===== config.mk =====
export PLATFORM = sky130hd
export DESIGN_NAME = seq_multiplier_n
export DESIGN_NICKNAME = d
export VERILOG_FILES = /design/src/rtl/seq_multiplier_n_pkg.sv /design/src/rtl/seq_multiplier_n_bin2bcd_seq.sv /design/src/rtl/seq_multiplier_n.sv
export SDC_FILE = /design/constraint.sdc
export NUM_CORES = 1
export LEC_CHECK = 0
export CAP_MARGIN = 20
export CELL_PAD_IN_SITES_DETAIL_PLACEMENT = 2
export CELL_PAD_IN_SITES_GLOBAL_PLACEMENT = 2
export CORE_UTILIZATION = 35
export DETAILED_ROUTE_END_ITERATION = 10
export MAX_ROUTING_LAYER = met4
export PLACE_DENSITY_LB_ADDON = 0.1
export SLEW_MARGIN = 5
export SYNTH_ARGS = -nofsm -noshare
export SYNTH_HDL_FRONTEND = slang
export SYNTH_SLANG_ARGS = --single-unit

===== constraint.sdc =====
create_clock -name clk -period 5.12 [get_ports clk]
set_input_delay 0.768 -clock clk [delete_from_list [all_inputs] [get_ports clk]]
set_output_delay 0.768 -clock clk [all_outputs]
set_load 0.02 [all_outputs]

===== src/rtl/seq_multiplier_n_pkg.sv =====
// seq_multiplier_n_pkg
// Shared definitions for the sequential multiplier and its BCD converter:
//   - mult_state_t : controller states (IDLE=0, MUL=1, BCD=2)
//   - bcd_digits() : number of decimal digits needed for a 2*width-bit value.
//                    The display scanners use the same formula to size their
//                    digit buses.
package seq_multiplier_n_pkg;

  typedef enum logic [1:0] {
    IDLE = 2'd0,
    MUL  = 2'd1,
    BCD  = 2'd2
  } mult_state_t;

  // log10(2) ~= 0.301, so a 2*width-bit value needs floor(2*width*0.301)+1 digits.
  function automatic int bcd_digits(input int width);
    return (2 * width * 301) / 1000 + 1;
  endfunction

endpackage


===== src/rtl/seq_multiplier_n_bin2bcd_seq.sv =====
// bin2bcd_seq
// Sequential double-dabble binary-to-BCD converter. It takes one cycle per
// input bit.
// Ports:
//   clk    : rising-edge clock
//   clrn   : asynchronous active-low reset
//   load   : capture 'bin' and start a conversion (takes priority over a
//            conversion already running)
//   bin    : binary magnitude to convert
//   busy   : a conversion is in progress
//   bcd    : value the BCD register takes at the next edge; on the cycle
//            where 'valid' is high this is the finished result
//   valid  : high during the final conversion cycle; the consumer registers
//            'bcd' on that edge
module bin2bcd_seq #(
  parameter int BITS   = 16,
  parameter int DIGITS = 5
) (
  input  logic                  clk,
  input  logic                  clrn,
  input  logic                  load,
  input  logic [BITS-1:0]       bin,
  output logic                  busy,
  output logic [4*DIGITS-1:0]   bcd,
  output logic                  valid
);

  localparam int CW = $clog2(BITS + 1);

  logic [BITS-1:0]     bin_q;
  logic [4*DIGITS-1:0] bcd_q;
  logic [4*DIGITS-1:0] adj;
  logic [CW-1:0]       cnt_q;

  // Add 3 to every digit that is 5 or more, so the following shift carries
  // the overflow into the next decimal digit.
  always_comb begin
    adj = bcd_q;
    for (int i = 0; i < DIGITS; i++) begin
      if (bcd_q[4*i +: 4] >= 4'd5) begin
        adj[4*i +: 4] = bcd_q[4*i +: 4] + 4'd3;
      end
    end
  end

  // The next binary bit enters at the bottom of the BCD register.
  assign bcd   = {adj[4*DIGITS-2:0], bin_q[BITS-1]};
  assign valid = busy && (cnt_q == CW'(1));

  always_ff @(posedge clk or negedge clrn) begin
    if (!clrn) begin
      bin_q <= '0;
      bcd_q <= '0;
      cnt_q <= '0;
      busy  <= 1'b0;
    end else if (load) begin
      bin_q <= bin;
      bcd_q <= '0;
      cnt_q <= CW'(BITS);
      busy  <= 1'b1;
    end else if (busy) begin
      bcd_q <= bcd;
      bin_q <= bin_q << 1;
      cnt_q <= cnt_q - 1'b1;
      if (cnt_q == CW'(1)) begin
        busy <= 1'b0;
      end
    end
  end

endmodule


===== src/rtl/seq_multiplier_n.sv =====
// seq_multiplier_n
// Iterative shift-add multiplier. It supports unsigned and two's-complement
// operands and stops early once the remaining multiplier bits are zero. It
// then converts the product magnitude to BCD so the display path can show it
// directly.
// Ports:
//   clk, clrn : rising-edge clock, asynchronous active-low reset
//   start     : request; sampled only while idle (held high = back-to-back)
//   sign_mode : 0 = unsigned, 1 = two's-complement (sampled with start)
//   a, b      : multiplicand / multiplier (sampled with start)
//   busy      : operation in progress
//   done      : one-cycle pulse when p / p_neg / p_bcd update
//   p         : 2*WIDTH-bit product (two's-complement in signed mode)
//   p_neg     : product is negative
//   p_bcd     : BCD of |p|, least significant digit in [3:0]
module seq_multiplier_n
  import seq_multiplier_n_pkg::*;
#(
  parameter int WIDTH = 8
) (
  input  logic                            clk,
  input  logic                            clrn,
  input  logic                            start,
  input  logic                            sign_mode,
  input  logic [WIDTH-1:0]                a,
  input  logic [WIDTH-1:0]                b,
  output logic                            busy,
  output logic                            done,
  output logic [2*WIDTH-1:0]              p,
  output logic                            p_neg,
  output logic [4*bcd_digits(WIDTH)-1:0]  p_bcd
);

  localparam int DIGITS = bcd_digits(WIDTH);
  localparam int PW     = 2 * WIDTH;

  mult_state_t state, state_next;

  logic [PW-1:0]       ma_q;
  logic [WIDTH-1:0]    mb_q;
  logic [PW-1:0]       acc_q;
  logic                neg_q;

  logic [WIDTH-1:0]    abs_a;
  logic [WIDTH-1:0]    abs_b;
  logic [PW-1:0]       acc_step;
  logic                mul_last;
  logic                conv_load;
  logic                conv_busy;
  logic                conv_valid;
  logic [4*DIGITS-1:0] conv_bcd;

  // |-2^(WIDTH-1)| = 2^(WIDTH-1) still fits in WIDTH unsigned bits, so the
  // magnitudes never overflow.
  assign abs_a = (sign_mode && a[WIDTH-1]) ? -a : a;
  assign abs_b = (sign_mode && b[WIDTH-1]) ? -b : b;

  assign acc_step  = acc_q + (mb_q[0] ? ma_q : '0);
  // Early exit: this is the last step when no set bits remain above bit 0.
  assign mul_last  = (mb_q >> 1) == '0;
  assign conv_load = (state == MUL) && mul_last;

  bin2bcd_seq #(
    .BITS   (PW),
    .DIGITS (DIGITS)
  ) u_bin2bcd (
    .clk   (clk),
    .clrn  (clrn),
    .load  (conv_load),
    .bin   (acc_step),
    .busy  (conv_busy),
    .bcd   (conv_bcd),
    .valid (conv_valid)
  );

  always_ff @(posedge clk or negedge clrn) begin
    if (!clrn) begin
      state <= IDLE;
    end else begin
      state <= state_next;
    end
  end

  // If the converter ever stops without a valid cycle, fall back to IDLE
  // rather than wait forever. Nothing is published in that case.
  always_comb begin
    state_next = state;
    case (state)
      IDLE: if (start) state_next = MUL;
      MUL:  if (mul_last) state_next = BCD;
      BCD: begin
        if (conv_valid) begin
          state_next = IDLE;
        end else if (!conv_busy) begin
          state_next = IDLE;
        end
      end
      default: state_next = IDLE;
    endcase
  end

  // The accumulator always holds the magnitude. The sign is applied only
  // when publishing, so the converter sees |p| directly. A zero product is
  // never flagged negative.
  always_ff @(posedge clk or negedge clrn) begin
    if (!clrn) begin
      ma_q  <= '0;
      mb_q  <= '0;
      acc_q <= '0;
      neg_q <= 1'b0;
      busy  <= 1'b0;
      done  <= 1'b0;
      p     <= '0;
      p_neg <= 1'b0;
      p_bcd <= '0;
    end else begin
      done <= 1'b0;
      busy <= (state_next != IDLE);
      case (state)
        IDLE: begin
          if (start) begin
            ma_q  <= {{WIDTH{1'b0}}, abs_a};
            mb_q  <= abs_b;
            acc_q <= '0;
            neg_q <= sign_mode & (a[WIDTH-1] ^ b[WIDTH-1]);
          end
        end
        MUL: begin
          acc_q <= acc_step;
          ma_q  <= ma_q << 1;
          mb_q  <= mb_q >> 1;
        end
        BCD: begin
          if (conv_valid) begin
            p     <= neg_q ? -acc_q : acc_q;
            p_neg <= neg_q && (acc_q != '0);
            p_bcd <= conv_bcd;
            done  <= 1'b1;
          end
        end
        default: ;
      endcase
    end
  end

endmodule


-- Word-level counts from Yosys, hierarchy flattened
Index checks and enable logic that the tools add are counted.
- register bits: 124
- input port bits: 20
- output and inout bits: 39
- word-level logic and storage cells: 80
- add/sub/neg operators: 10
- order comparisons: 5
- eq/ne operators: 4
- mux-type cells: 31
- bitwise logic cells: 2
- reductions and logical operators: 14
- operators by type and width (operator ; number):
    16-bit 2-to-1 mux ; 6
    16-bit case mux with 2 select lines ; 2
    20-bit 2-to-1 mux ; 2
    8-bit 2-to-1 mux ; 3
    4-bit by 3-bit >= comparator with 1-bit output, second input constant ; 5
    16-bit adder ; 1
    4-bit by 2-bit adder with 4-bit output, second input constant ; 4
    4-bit 2-to-1 mux ; 4
    16-bit negation ; 1
    8-bit negation ; 2
    8-bit case mux with 2 select lines ; 1
    16-bit nonzero test ; 1
    5-bit 2-to-1 mux ; 2
    8-bit logical NOT ; 1
    2-bit 2-to-1 mux ; 4
    2-bit case mux with 3 select lines ; 1
    2-bit AND reduction ; 3
    2-bit nonzero test ; 3
    5-bit by 1-bit == test with 1-bit output, second input constant ; 1
    1-bit logical AND ; 5
    1-bit 2-to-1 mux ; 5
    5-bit by 1-bit subtractor with 5-bit output, second input constant ; 1
    3-bit by 2-bit adder with 3-bit output, second input constant ; 1
    3-bit 2-to-1 mux ; 1
    other kinds (6) ; 6

-- Depth between registers and ports, before layout
- depth in word-level cells: 5
- gate-level depth with buffers: 9
- depth with buffers taken out: 8

-- Cells and area by module
A second synthesis with hierarchy kept.
- cell total of the unflattened synthesis: 753
- area, all modules: 6979.2 sq um
- modules (own cells, without submodules) (module ; times used ; cells each ; area an instance (sq um) ; seq. area each (sq um)):
    seq_multiplier_n ; 1 ; 491 ; 4518.1 ; 2052.0
    bin2bcd_seq ; 1 ; 262 ; 2461.1 ; 1051.0

-- Worst setup path before layout
OpenSTA, ideal clock, no wires.
- path type: register -> register
- start: register mb_q[0]
- end: register acc_q[15]
- library setup time: 0.122 ns
- data arrival time: 2.336 ns
- required time: 4.998 ns
- slack: 2.663 ns
- cell stages (with the launch flop): 10
- buffers on the path: 2
- clock period less this slack: 2.457 ns
- path through: dfrtp_1 clkbuf_1 and2_1 ha_1 buf_6 and4_4 nand2_1 or4_4 a21o_1 a32o_1
- longest elaborated chain between the ends: 3
- ends and longest elaborated chain (what ; line ; RTL):
    start, declared ; seq_multiplier_n.sv:40 ; logic [WIDTH-1:0] mb_q;
    start signal, assigned ; seq_multiplier_n.sv:123 ; mb_q <= abs_b;
    start signal, assigned ; seq_multiplier_n.sv:131 ; mb_q <= mb_q >> 1;
    16-bit 2-to-1 mux ; seq_multiplier_n.sv:58 ; assign acc_step = acc_q + (mb_q[0] ? ma_q : '0);
    16-bit adder ; seq_multiplier_n.sv:58 ;
    16-bit case mux with 2 select lines ; seq_multiplier_n.sv:119 ; case (state)
    end signal, assigned ; seq_multiplier_n.sv:129 ; acc_q <= acc_step;
    end, declared ; seq_multiplier_n.sv:41 ; logic [PW-1:0] acc_q;
Every way passes these cells.
A chain may end at the register's enable or synchronous reset.

-- Worst setup path in the final report
- start: register mb_q[0]
- end: register acc_q[12]
The elaborated chain is that of the path after synthesis.

==> impl_metrics.json <==
{
  "status": "finished clean",
  "area_growth_pct": 20.38,
  "vias": 5790,
  "root_buffer": "clkbuf_16",
  "path_max_fanout": 18,
  "power.internal_mw": 3.021,
  "power.density_mw_per_mm2": 636.7,
  "slew_viol_final": 0,
  "synth_area_sq_mm": 0.006864,
  "synthCells": 738,
  "drt_wl_total_microns": 20210,
  "drtIter0Drc": 222,
  "place.gp.congestion": 0.9056,
  "placed_cells": 1029,
  "total_leakage_power_nw": 3.678,
  "worst_ep_arrival_time_ns": 3.31,
  "coreArea_sq_mm": 0.01896,
  "postCtsResizedCells": 0,
  "num_rows": 50,
  "final_nets": 840,
  "final_cells": 1062,
  "syn_avg_cell_area_sq_um": 9.301,
  "cts_setup_buffers": 0,
  "diodes": 0,
  "synth.distinct_cells": 64,
  "cts_made_buffers": 17,
  "min_path_type": "reg2reg",
  "clk_latency_ns": 0.42,
  "max_freq_mhz": 332.5,
  "viasPerCell": 5.452,
  "stdcell_area_sq_mm": 0.008263,
  "drive_above_1_share_pct": 7.107,
  "path_class": "reg2reg",
  "synthFlopType": "dfrtp_1",
  "worstMarginPinSlew_ns": 0.9979,
  "pwr-share-comb_pct": 45.3,
  "final_antenna_net_count": 0,
  "hold_viol_final": 0,
  "overflow": 0,
  "rsz0062_at_grt": "false",
  "critPathLaunchType": "flip-flop",
  "cp-end-kind": "flip-flop",
  "cts_hold_buf": 0,
  "dr.pass1.iters": 4,
  "p_sw_share_pct": 42.57,
  "post-route-period-util_pct": 58.74,
  "synth-edff-count": 0,
  "min_period_ns": 3.008,
  "tns_ns": 0,
  "ys_seq_area_share_pct": 45.21,
  "clock_path_buffers": 2,
  "dp_hpwl_microns": 14330,
  "mostFrequentLayoutCell": "dfrtp_1",
  "async_flop_share_pct": 100.0,
  "drcViolationCount": 0,
  "path_clk_slew_ns": 0.06,
  "io_pins": 59,
  "cts_sinks": 124,
  "initial_core_util_pct": 36.21,
  "antenna_found_initial": 0,
  "setup_violations": 0,
  "ys_warn_count": 0,
  "htreeDepth": 4,
  "critical_path_required_ns": 5.42,
  "grt_usage_pct": 22.29,
  "syn_nets": 789,
  "die_w_microns": 142.0,
  "portBuffers": 58,
  "first_global_vias": 6344,
  "power_switching_mw": 2.240,
  "relSlewSlack_pct": 33.48,
  "grt_pass1_wl_microns": 33750,
  "final_util_pct": 43.59,
  "grt_max_degree": 68,
  "wl_per_cell_microns": 19.03,
  "fp.dieH_microns": 142.0,
  "final_cell_mix": "123 x dfrtp_1, 101 x nand2_1, 66 x o21ai_0",
  "synth_seq_cells": 124,
  "clkPwrFrac_pct": 22.7,
  "cts_tree": "built",
  "place_area_sq_mm": 0.007670,
  "skew_ns": 0.008706,
  "cap_violations": 0,
  "dieArea_sq_mm": 0.02018,
  "power_frac_seq_pct": 32.0,
  "ir_drop_mv": 0.3837
}
==> critical path: stages (launching register included) <==
cell and delay (ns):
dfrtp_1 0.56, and2_1 0.24, ha_1 0.21, fa_1 0.41, a21o_1 0.21, a221o_1 0.34
a311oi_1 0.47, o21bai_1 0.16, a32o_1 0.28
==> layer usage <==
metal / up-vias / part of all wire [%] / track usage [%]
li1: 2718 / - / -
met1: 2941 / 44 / 25.86
met2: 102 / 51 / 38.36
met3: 29 / 2.8 / 4.240
met4: 0 / 2.4 / 7.980
met5: - / 0 / -
==> kinds of logic after synthesis <==
kind of cell	Yosys count	share of synthesized area, %
flops	124	45.21
buf+inv	61	3.846
fa+ha+maj	31	5.760
xor+xnor	42	5.359
simple gates	245	17.26
mux	27	3.937
compound gates	208	18.63
==> area by class of cell <==
type / count / area (sq um)
flip-flops and latches: 124 / 3104
fillers: 2058 / 10690
well taps: 260 / 325.3
multi-input cells: 553 / 3503
clock inverters: 7 / 87.58
inverters: 29 / 108.9
repair buffers: 64 / 648.1
clock buffers: 25 / 485.5
==> path summary, 6_finish.rpt <==
kind / startpoint / end / slack, ns / depth (start not counted)
setup reg to reg: mb_q[0] / acc_q[12] / 2.11 / 8
max in group asynchronous: clrn / u_bin2bcd.bin_q[7] / 3.81 / 2
hold / removal: p_bcd[13] / p_bcd[13] / 0.47 / 2
hold reg to reg: p_bcd[13] / p_bcd[13] / 0.47 / 2
setup / recovery: mb_q[0] / acc_q[12] / 2.11 / 8
min in group asynchronous: clrn / u_bin2bcd.bcd_q[15] / 0.48 / 1
==> state kept, by name (all words and copies together) (netlist names) <==
| name | cells |
|---|---|
| p_bcd | 20 |
| u_bin2bcd.bcd_q | 20 |
| acc_q | 16 |
| ma_q | 16 |
| p | 16 |
| u_bin2bcd.bin_q | 16 |
| mb_q | 8 |
| u_bin2bcd.cnt_q | 5 |
| state | 2 |
| busy | 1 |
| done | 1 |
| neg_q | 1 |
| p_neg | 1 |
| u_bin2bcd.busy | 1 |
==> power groups by stage <==
stage	Combinational (mW)	Sequential [mW]	Clock, mW
floorplan	1.78	1.56	0
global placement	2.25	1.67	0
detailed placement	2.40	1.70	0
CTS	2.43	1.69	1.22
global route	2.67	1.74	1.25
finish	2.38	1.68	1.19
==> stage by stage <==
| stage | total power, mW | hold WS (ns) | setup WS, ns |
|---|---|---|---|
| 5_1_grt | 5.664 | 0.5126 | 1.958 |
| 6_report | 5.261 | 0.4684 | 2.113 |
| 3_5_place_dp | 4.092 | 0.4614 | 2.124 |
| 2_1_floorplan | 3.338 | 0.4564 | 2.663 |
| 4_1_cts | 5.330 | 0.4761 | 2.099 |
| 3_3_place_gp | 3.915 | 0.4578 | 2.239 |
==> cells in the mapped netlist, drive strengths merged (2+ instances only) <==
| master | count | share of area, % |
|---|---|---|
| a22oi | 3 | 0.33 |
| a22o | 11 | 1.4 |
| xnor2 | 22 | 2.8 |
| a21o | 6 | 0.67 |
| nand2 | 101 | 5.5 |
| clkbuf | 16 | 0.87 |
| nor3 | 9 | 0.82 |
| o21ai | 69 | 5.0 |
| nor2 | 46 | 2.5 |
| a211oi | 13 | 1.4 |
| o22ai | 13 | 1.2 |
| nand3 | 19 | 1.4 |
| and3 | 5 | 0.51 |
| xor2 | 20 | 2.6 |
| a21oi | 55 | 4.0 |
| a31o | 4 | 0.51 |
| nand4 | 2 | 0.18 |
| nand2b | 12 | 1.1 |
| a31oi | 10 | 0.91 |
| dfrtp | 124 | 45 |
| or4 | 3 | 0.38 |
| nor3b | 9 | 0.98 |
| ha | 30 | 5.5 |
| inv | 28 | 1.5 |
| nor4 | 2 | 0.27 |
| or3 | 5 | 0.46 |
| and2 | 15 | 1.4 |
| o31ai | 5 | 0.55 |
| a32o | 4 | 0.58 |
| mux2i | 27 | 3.9 |
| or2 | 4 | 0.36 |
| buf | 16 | 1.4 |
| nor2b | 8 | 0.73 |
No activity file was read; power rests on OpenSTA's default activity.
==> patch: new RTL, config.mk and constraints unchanged <==
Set the parameter `WIDTH` to 32 (it was 8).
--- a/src/rtl/seq_multiplier_n.sv
+++ b/src/rtl/seq_multiplier_n.sv
@@ -17,5 +17,5 @@
   import seq_multiplier_n_pkg::*;
 #(
-  parameter int WIDTH = 8
+  parameter int WIDTH = 32
 ) (
   input  logic                            clk,
Interface: changed (resized a, b, p and p_bcd); port bits go from 59 to 215. The function was not compared with the original's and may differ.
==> patch against the unedited design <==
Wire length increased to 4.5 times the old value; cell area increased to 3.9 times the old value; synthesized area increased to 3.9 times the old value; power increased to 3.4 times the old value; sequential cell count increased by 338; critical path depth increased by 3; setup slack got worse by 1100 ps; largest cell class unchanged; largest power group unchanged.
==> patch: results (changes against the unedited design) <==
place:
  place_congestion: 0.871  # -3.8%
  dp.cells: 4054  # +290%
  hpwl_um: 64200  # +350%
  io_buffers: 214  # +270%
final_layout:
  reg_top3: "p_bcd x80, u_bin2bcd.bcd_q x80"
  nNetsFinal: 3259  # +290%
  drive_gt1_share_pct: 4.87  # -2.2 points
  fillers: 8148  # +300%
sta:
  fin_skew_ps: 33.1  # +24.4 ps
yosys:
  synth.distinct_cells: 80  # +25%
  synthTopCellsByCount: "dfrtp_1, nand2_1, o21ai_0, a21oi_1, nor2_1"
  synth_nets: 3128  # +300%
  synth_area_per_cell_um2: 9.12  # -1.9%
  seq_area_frac_synth_pct: 43.0  # -2.2 points
worst_setup_path:
  r2r-end: "acc_q[55]"
  path_max_fanout: 59  # +41
  critical_path_arrival_ps: 4640  # +1330 ps
  reg2reg_slack_ps: 1040  # -1070 ps
clocking:
  clk_latency_ps: 630  # +210 ps
  htree_levels: 2  # -2
  cts_made_buffers: 56  # +39
grt:
  grt_max_degree: 215  # +220%
  grt_pass1_vias: 25700  # +300%
  grt_pass1_wl_um: 146000  # +330%
  grt_usage_pct: 24.0  # +1.7 points
min_path:
  hold_path_class: "in2async"
power:
  ir_worst_vdd_mv: 0.260  # -32%
  p_leak_nw: 14.0  # +280%
run_status:
  status: "completed"
route:
  wl_per_cell_um: 21.8  # +15%
  vias_per_cell: 5.56  # +1.9%
  totalWireLength_um: 90500  # +350%
  firstDrtPassIters: 5  # +1
  antenna_left: 0  # unchanged
## patch: stage by stage
step	worst slack, ps	cell area, um^2	power [mW]	hold slack [ps]
floorplan	1810	26900	11.2	460
global placement	1190	30100	13.3	459
detailed placement	1020	30100	13.8	467
CTS	1030	31900	18.1	127
global route	684	31900	19.1	130
finish	1040	31900	17.9	108
## patch: critical path: stages (launching register included)
cell and delay (ps):
dfrtp_1 420, buf_4 500, and2_1 220, ha_1 340, nand4_1 270, or4_1 540
a21boi_1 390, o31ai_2 120, o21ai_1 440, o21ai_0 300, or3_1 370, nand3_1 100
## patch: logic make-up after synthesis
group / Yosys count / share of synthesized area (%)
buffers and inverters: 257 / 3.60
AOI/OAI and AO/OA: 899 / 21.0
and+or+nand+nor: 896 / 16.1
muxes: 124 / 4.62
adders and majority gates: 109 / 5.10
DFF: 462 / 43.0
xor gates and xnor gates: 204 / 6.64
## patch: worst max-delay path by stage
| stage | end | cells past startpoint | from |
|---|---|---|---|
| after floorplan | acc_q[53] | 13 | mb_q[0] |
| final | acc_q[55] | 11 | mb_q[0] |
| after CTS | acc_q[53] | 12 | mb_q[0] |
| after global placement | acc_q[56] | 11 | mb_q[0] |
| after global routing | u_bin2bcd.bin_q[55] | 12 | mb_q[0] |
| after detailed placement | acc_q[53] | 12 | mb_q[0] |
## patch: layout make-up
| type | instances | area (um^2) | area share (%) |
|---|---|---|---|
| Multi-Input combinational cell | 2232 | 14400 | 45.1 |
| Sequential cell | 462 | 11600 | 36.2 |
| Timing Repair Buffer | 246 | 2470 | 7.76 |
| Clock buffer | 80 | 1590 | 4.99 |
| Tap cell | 1030 | 1290 | 4.04 |
| Inverter | 84 | 315 | 0.988 |
| Clock inverter | 15 | 264 | 0.827 |
## patch: where the power goes
group / internal, mW / switching [mW] / leakage, nW / total [mW]
combinational: 3.09 / 4.64 / 6.95 / 7.73
clock: 2.45 / 1.65 / 0.904 / 4.10
sequential: 4.66 / 1.37 / 6.12 / 6.03
total: 10.2 / 7.66 / 14.0 / 17.9
## patch: per-layer routing
| metal | share of wire, % | vias to the layer above | GRT usage, % |
|---|---|---|---|
| li1 | - | 10800 | - |
| met4 | 2.3 | 0 | 5.83 |
| met5 | 0 | - | - |
| met2 | 50 | 278 | 41.3 |
| met3 | 2.8 | 115 | 2.79 |
| met1 | 45 | 11900 | 30.0 |
